### config.mk
export PLATFORM = sky130hd
export DESIGN_NAME = mem_bus_arbiter
export DESIGN_NICKNAME = d
export VERILOG_FILES = /design/src/rtl/mem_bus_pkg.sv /design/src/rtl/rr_arbiter.sv /design/src/rtl/mem_bus_arbiter.sv
export SDC_FILE = /design/constraint.sdc
export NUM_CORES = 1
export LEC_CHECK = 0
export CORE_MARGIN = 5
export CORE_UTILIZATION = 41
export CTS_CLUSTER_DIAMETER = 120
export CTS_CLUSTER_SIZE = 10
export DETAILED_ROUTE_END_ITERATION = 6
export GPL_TIMING_DRIVEN = 0
export PLACE_DENSITY_LB_ADDON = 0.15
export SLEW_MARGIN = 20
export SYNTH_ARGS = -nofsm -noshare
export SYNTH_HDL_FRONTEND = slang
export SYNTH_HIERARCHICAL = 1
export SYNTH_SLANG_ARGS = --single-unit
### constraint.sdc
create_clock -name clk -period 2.1 [get_ports clk]
set_input_delay 0.63 -clock clk [delete_from_list [all_inputs] [get_ports clk]]
set_output_delay 0.63 -clock clk [all_outputs]
set_load 0.01 [all_outputs]
### src/rtl/mem_bus_pkg.sv
// Shared types for the memory bus arbiter: FSM state encoding and the
// channel-index width helper.
package mem_bus_pkg;

   typedef enum logic [1:0] {
      IDLE,
      ACCESS,
      RESP
   } state_t;

   // Width of a channel index; never below one bit.
   function automatic int idx_w(input int n);
      return (n > 1) ? $clog2(n) : 1;
   endfunction

endpackage

### src/rtl/rr_arbiter.sv
// Combinational round-robin picker: first requester at or after last_gnt+1,
// wrapping modulo N_CH.
module rr_arbiter
   import mem_bus_pkg::*;
#(
   parameter int N_CH = 2
) (
   input  logic [N_CH-1:0]          req,
   input  logic [idx_w(N_CH)-1:0]   last_gnt,
   output logic [idx_w(N_CH)-1:0]   gnt_idx,
   output logic                     gnt_vld
);

   localparam int GW = idx_w(N_CH);

   int best;

   // Each channel's distance from last_gnt+1; the smallest requesting distance wins.
   always_comb begin
      gnt_idx = '0;
      gnt_vld = 1'b0;
      best    = N_CH;
      for (int j = 0; j < N_CH; j++) begin
         if (req[j] && (((j + 2 * N_CH - 1 - int'(last_gnt)) % N_CH) < best)) begin
            best    = (j + 2 * N_CH - 1 - int'(last_gnt)) % N_CH;
            gnt_idx = GW'(j);
            gnt_vld = 1'b1;
         end
      end
   end

endmodule

### src/rtl/mem_bus_arbiter.sv
// Multi-channel single-port memory arbiter: round-robin grant in IDLE, a
// WAIT_STATES+1 cycle memory access, then a one-cycle ack/err response.
module mem_bus_arbiter
   import mem_bus_pkg::*;
#(
   parameter int DATA_W      = 16,
   parameter int ADDR_W      = 16,
   parameter int N_CH        = 2,
   parameter int WAIT_STATES = 0,
   parameter int MEM_DEPTH   = 8192
) (
   input  logic                     clk,
   input  logic                     rst,
   input  logic                     en,
   input  logic [N_CH-1:0]          ch_req,
   input  logic [N_CH-1:0]          ch_we,
   input  logic [N_CH*ADDR_W-1:0]   ch_addr,
   input  logic [N_CH*DATA_W-1:0]   ch_wdata,
   output logic [N_CH-1:0]          ch_ack,
   output logic [N_CH-1:0]          ch_err,
   output logic [DATA_W-1:0]        ch_rdata,
   output logic [idx_w(N_CH)-1:0]   cur_gnt,
   output logic                     mem_en,
   output logic                     mem_rw,
   output logic [ADDR_W-1:0]        mem_addr,
   output logic [DATA_W-1:0]        mem_din,
   input  logic [DATA_W-1:0]        mem_dout
);

   localparam int GW = idx_w(N_CH);

   state_t              state_q, state_d;
   logic [3:0]          wait_q, wait_d;
   logic [GW-1:0]       last_q, last_d;
   logic [GW-1:0]       gnt_q, gnt_d;
   logic                we_q, we_d;
   logic [ADDR_W-1:0]   addr_q, addr_d;
   logic [DATA_W-1:0]   wdata_q, wdata_d;
   logic                err_q, err_d;
   logic [DATA_W-1:0]   rdata_q, rdata_d;

   logic [ADDR_W-1:0]   addr_a  [N_CH];
   logic [DATA_W-1:0]   wdata_a [N_CH];
   logic [GW-1:0]       arb_idx;
   logic                arb_vld;

   always_comb begin
      for (int j = 0; j < N_CH; j++) begin
         addr_a[j]  = ch_addr[j*ADDR_W +: ADDR_W];
         wdata_a[j] = ch_wdata[j*DATA_W +: DATA_W];
      end
   end

   rr_arbiter #(.N_CH(N_CH)) u_rr (
      .req      (ch_req),
      .last_gnt (last_q),
      .gnt_idx  (arb_idx),
      .gnt_vld  (arb_vld)
   );

   always_comb begin
      state_d = state_q;
      wait_d  = wait_q;
      last_d  = last_q;
      gnt_d   = gnt_q;
      we_d    = we_q;
      addr_d  = addr_q;
      wdata_d = wdata_q;
      err_d   = err_q;
      rdata_d = rdata_q;
      if (en) begin
         case (state_q)
            IDLE: begin
               if (arb_vld) begin
                  gnt_d   = arb_idx;
                  we_d    = ch_we[arb_idx];
                  addr_d  = addr_a[arb_idx];
                  wdata_d = wdata_a[arb_idx];
                  wait_d  = 4'(WAIT_STATES);
                  // Out-of-range requests skip the memory entirely.
                  if (64'(addr_a[arb_idx]) < 64'(MEM_DEPTH)) begin
                     state_d = ACCESS;
                     err_d   = 1'b0;
                  end else begin
                     state_d = RESP;
                     err_d   = 1'b1;
                  end
               end
            end
            ACCESS: begin
               if (wait_q == 4'd0) state_d = RESP;
               else                wait_d  = wait_q - 4'd1;
            end
            RESP: begin
               state_d = IDLE;
               last_d  = gnt_q;
               if (err_q)      rdata_d = '0;
               else if (!we_q) rdata_d = mem_dout;
            end
            default: state_d = IDLE;
         endcase
      end
   end

   always_ff @(posedge clk or negedge rst) begin
      if (!rst) begin
         state_q <= IDLE;
         wait_q  <= '0;
         last_q  <= GW'(N_CH - 1);
         gnt_q   <= '0;
         we_q    <= 1'b0;
         addr_q  <= '0;
         wdata_q <= '0;
         err_q   <= 1'b0;
         rdata_q <= '0;
      end else begin
         state_q <= state_d;
         wait_q  <= wait_d;
         last_q  <= last_d;
         gnt_q   <= gnt_d;
         we_q    <= we_d;
         addr_q  <= addr_d;
         wdata_q <= wdata_d;
         err_q   <= err_d;
         rdata_q <= rdata_d;
      end
   end

   // Strobes are gated by en so a freeze never issues a memory cycle or ack.
   always_comb begin
      ch_ack   = '0;
      ch_err   = '0;
      ch_rdata = rdata_q;
      mem_en   = en && (state_q == ACCESS);
      mem_rw   = (state_q == ACCESS) && we_q;
      mem_addr = (state_q == ACCESS) ? addr_q : '0;
      mem_din  = (state_q == ACCESS) ? wdata_q : '0;
      if (en && (state_q == RESP)) begin
         ch_ack[gnt_q] = 1'b1;
         ch_err[gnt_q] = err_q;
         if (err_q)      ch_rdata = '0;
         else if (!we_q) ch_rdata = mem_dout;
      end
   end

   assign cur_gnt = gnt_q;

endmodule

==> parameters.txt <==
Parameter                              Value

Setup path
  Critical path endpoint category    output pin
  CP delay by family, top    buffers and inverters
  Total number of cells along the worst setup path    7
  Delay of the slowest critical-path stage    between 0.4 and 0.5 ns
  Arr. time, crit path    1.77 ns
  Total buffers and inverters traversed by the critical path    3
  Required time at the worst-slack endpoint    1.47 ns
  Classification of the worst setup path    reg -> out
  Peak fanout along the critical path    6
  Number of cell instances on the worst register-to-register path    6
  Cell with the most instances on the worst path    sky130_fd_sc_hd__buf_6
  Startpoint type of the worst setup path    register
  CP max-delay cell    sky130_fd_sc_hd__dfrtp_1
  Cells traversed along the worst timing path    nand3b_1 > buf_6 > nor2_4 > buf_6 > nand2_1 > a21oi_2 > buf_2

Synthesis
  Area share of the largest cell type after synthesis    49.03%
  Net count of the mapped netlist    between 300 and 400
  Number of cells produced by synthesis    roughly 310
  Top cell type by total area after synthesis    sky130_fd_sc_hd__dfrtp_1
  Count of flip-flops with a built-in enable after synthesis    0
  Number of distinct library cells after synthesis    37
  Top flip-flop cell by instance count after synthesis    sky130_fd_sc_hd__dfrtp_1
  Area contributors post-synth    sky130_fd_sc_hd__dfrtp_1, sky130_fd_sc_hd__mux2i_1, sky130_fd_sc_hd__a21oi_1
  Sequential fraction of the synthesis area    49.94%
  Async S/R FF share, synth    100.0%
  Post-Syn Area    2909 um2
  Number of flip-flops and latches in the synthesized netlist    58
  Count of warnings emitted by yosys    6
  Avg Cell Area, Syn    9.414 um2
  Most frequently used cell type in the post-synthesis netlist    sky130_fd_sc_hd__dfrtp_1
  Most used standard cells in the synthesized netlist    sky130_fd_sc_hd__dfrtp_1, sky130_fd_sc_hd__a21oi_1, sky130_fd_sc_hd__nor2_1

Clock tree
  Clock-pin slew of the registers on the worst-case setup and hold paths    0.07 ns
  Cell at the root of the clock tree    sky130_fd_sc_hd__clkbuf_8
  Worst-Skew Late Latency    approximately 0.34 ns
  Bufs on Longest Clock Path    2
  Clock tree from TritonCTS    built
  Level count of the clock H-tree    3
  Number of buffers created by CTS    9
  Number of sinks handled by clock tree synthesis    58

STA
  Unrepaired setup endpoints after global routing    yes
  Time the final worst path needs with I/O delays and setup    roughly 2.4 ns
  Highest attainable clock frequency    0.4160 GHz
  Clock skew after layout    around 0.013 ns
  Part of the cycle the worst path needs    114.5%
  Final Slew Violations    0
  Transition at the pin with the smallest max-transition slack    0.4241 ns
  Worst slew margin relative to its limit    71.67%
  Final-report setup violation count    between 40 and 50
  Number of hold violations in the final report    0
  Worst setup slack after layout    -0.3038 ns

Global routing
  Initial antenna violation count    0
  Vias in the first global route    ~3.1k
  Pin count of the biggest net entering global routing    31
  Remaining global-route overflow    0
  Global Route Usage Sum    21.81%
  Wire length of the first global-routing pass    14890 um

Floorplan
  Area of the die    8880 um2
  Number of placement rows    30
  Horizontal die dimension    94.24 um
  Vert. Die Dim    ~94 um
  CORE AREA    ~7000 um2
  Effective utilization at floorplan    between 40% and 50%
  Number of top-level pins    142

Routing
  Avg Vias per Cell    4.900
  Post-detailed-route wirelength per cell    around 16 um
  DRC violation count after routing    0
  Overall routed net length    9738 um
  Drt initial violations    68
  Vias post-DR    2945
  Detail Route Antenna Nets    0
  1st-pass router iterations    4

Outcome
  Status    finished, violations left
  Failing checks    setup timing

Final layout
  Area used by multi-input combinational logic    1518 um2
  Final-layout fill cell count    503
  Fraction of layout cells with a size suffix above 1    37.43%
  ANT cells    0
  Register cell area after layout    1453 um2
  Number of nets in the finished design    roughly 590
  Area overhead of the layout relative to synthesis    77.08%

Power
  Power density over the cells    1052 nW/um2
  Sequential power share    34.6%
  Internal    3536 uW
  Portion of total power attributed to combinational logic    44.4%
  Switch Pwr    1881 uW
  Switching part of the total    34.72%
  Leakage power total    between 0.002 and 0.0025 uW
  Clock group share of total power    21.0%
  Total chip power    between 5000 and 6000 uW
  VDD IR-drop max    0.5301 mV

Placed design
  Post-DP HPWL    6510 um
  Place WS    -1.310 ns
  Buffers added on ports    141
  Last weighted congestion value of the routability-driven placer    0.8409

Hold path
  Path class of the lowest-slack min-delay path    in -> async

Job
  Max-capacitance violation count    0
==> cell usage in the layout, fill, tap and decap left out, types with 22 or more instances in the layout <==
| master | Yosys | final |
|---|---|---|
| sky130_fd_sc_hd__nor2_1 | 39 | 38 |
| sky130_fd_sc_hd__buf_4 | 3 | 25 |
| sky130_fd_sc_hd__clkdlybuf4s50_1 | 0 | 85 |
| sky130_fd_sc_hd__mux2i_1 | 33 | 33 |
| sky130_fd_sc_hd__nand2_1 | 36 | 24 |
| sky130_fd_sc_hd__dfrtp_1 | 57 | 57 |
| sky130_fd_sc_hd__buf_6 | 0 | 36 |
| sky130_fd_sc_hd__buf_2 | 12 | 37 |
| sky130_fd_sc_hd__and2_4 | 0 | 22 |
| sky130_fd_sc_hd__a21oi_1 | 51 | 35 |
==> final timing paths <==
path                       slack (ns)            to  startpoint
min                              0.21     wait_q[0]         rst
min in group clk                 0.51    rdata_q[5]  rdata_q[5]
max                             -0.30  ch_rdata[15]  state_q[0]
max in group asynchronous        1.34        last_q         rst
max reg2reg                      0.39    addr_q[10]  state_q[1]
min reg2reg                      0.51    rdata_q[5]  rdata_q[5]
==> repair_timing <==
action	CTS	global route
setup buffers	22	12
hold buffers	0	0
endpoints found under the setup margin	54	69
pin swaps	27	24
endpoints found under the hold margin	0	0
resized for setup	299	28
gates cloned	5	1
==> kinds of logic (layout without fill, tap and decap cells) <==
group	Yosys count	after routing	synth area share (%)
buffers and inverters	25	221	4.172
xor gates and xnor gates	1	1	0.3011
muxes	34	34	11.74
DFF	58	58	49.94
adders and majority gates	1	1	0.4300
and+or+nand+nor	129	129	22.24
AOI/OAI and AO/OA	61	61	11.18
==> sequential cells by signal, summed over array words and instances, names as in the netlist <==
name and cells:
wait_q 4, err_q 1, last_q 1, cur_gnt 1, we_q 1, rdata_q 16
addr_q 16, wdata_q 16, state_q 2
==> layer usage <==
metal	part of all wire, %	vias to the layer above	routed length [um]	GRT usage (%)
met2	53	108	5146	38.59
met1	37	1400	3633	23.44
met5	0	-	0	0
met3	7.9	17	767	8.814
met4	2.0	0	190	7.341
li1	-	1420	-	-
==> layout make-up <==
type                    count  share of cell area [%]
flip-flops and latches     58                   28.20
multi-input cells         226                   29.46
clock inverters             7                   1.822
repair buffers            181                   32.33
plain buffers              18                   3.012
well taps                  96                   2.332
clock buffers               9                   2.405
inverters                   6                  0.4372
==> stage by stage <==
step           cells  hold WS (ns)  utilization, %  TNS, ns  cell area (um2)
5_1_grt          601        0.2249           75.40   -13.30             5151
4_1_cts          590        0.2122           73.10   -8.781             4994
2_1_floorplan    309        0.3344               -        0             2947
3_3_place_gp     546        0.4966           65.55  -126.20             4478
6_report         601        0.2092           75.40   -9.732             5151
3_5_place_dp     547        0.5072           65.81   -42.60             4496
==> power groups by stage <==
stage          Combinational (uW)  Sequential [uW]  Clock [uW]
3_3_place_gp                 1970             1820           0
3_5_place_dp                 2010             1850           0
6_report                     2410             1870        1140
4_1_cts                      2210             1850        1150
5_1_grt                      2620             1940        1210
2_1_floorplan                1130             1790           0
==> worst reg2reg max path, cell delays in order (launching register included) <==
cell and delay [ns]:
sky130_fd_sc_hd__dfrtp_1 0.40, sky130_fd_sc_hd__buf_4 0.15, sky130_fd_sc_hd__nand2b_1 0.21, sky130_fd_sc_hd__nor3_4 0.36, sky130_fd_sc_hd__buf_2 0.30, sky130_fd_sc_hd__nor2_1 0.06, sky130_fd_sc_hd__a21oi_1 0.16
(Power assumes the default switching activity.)
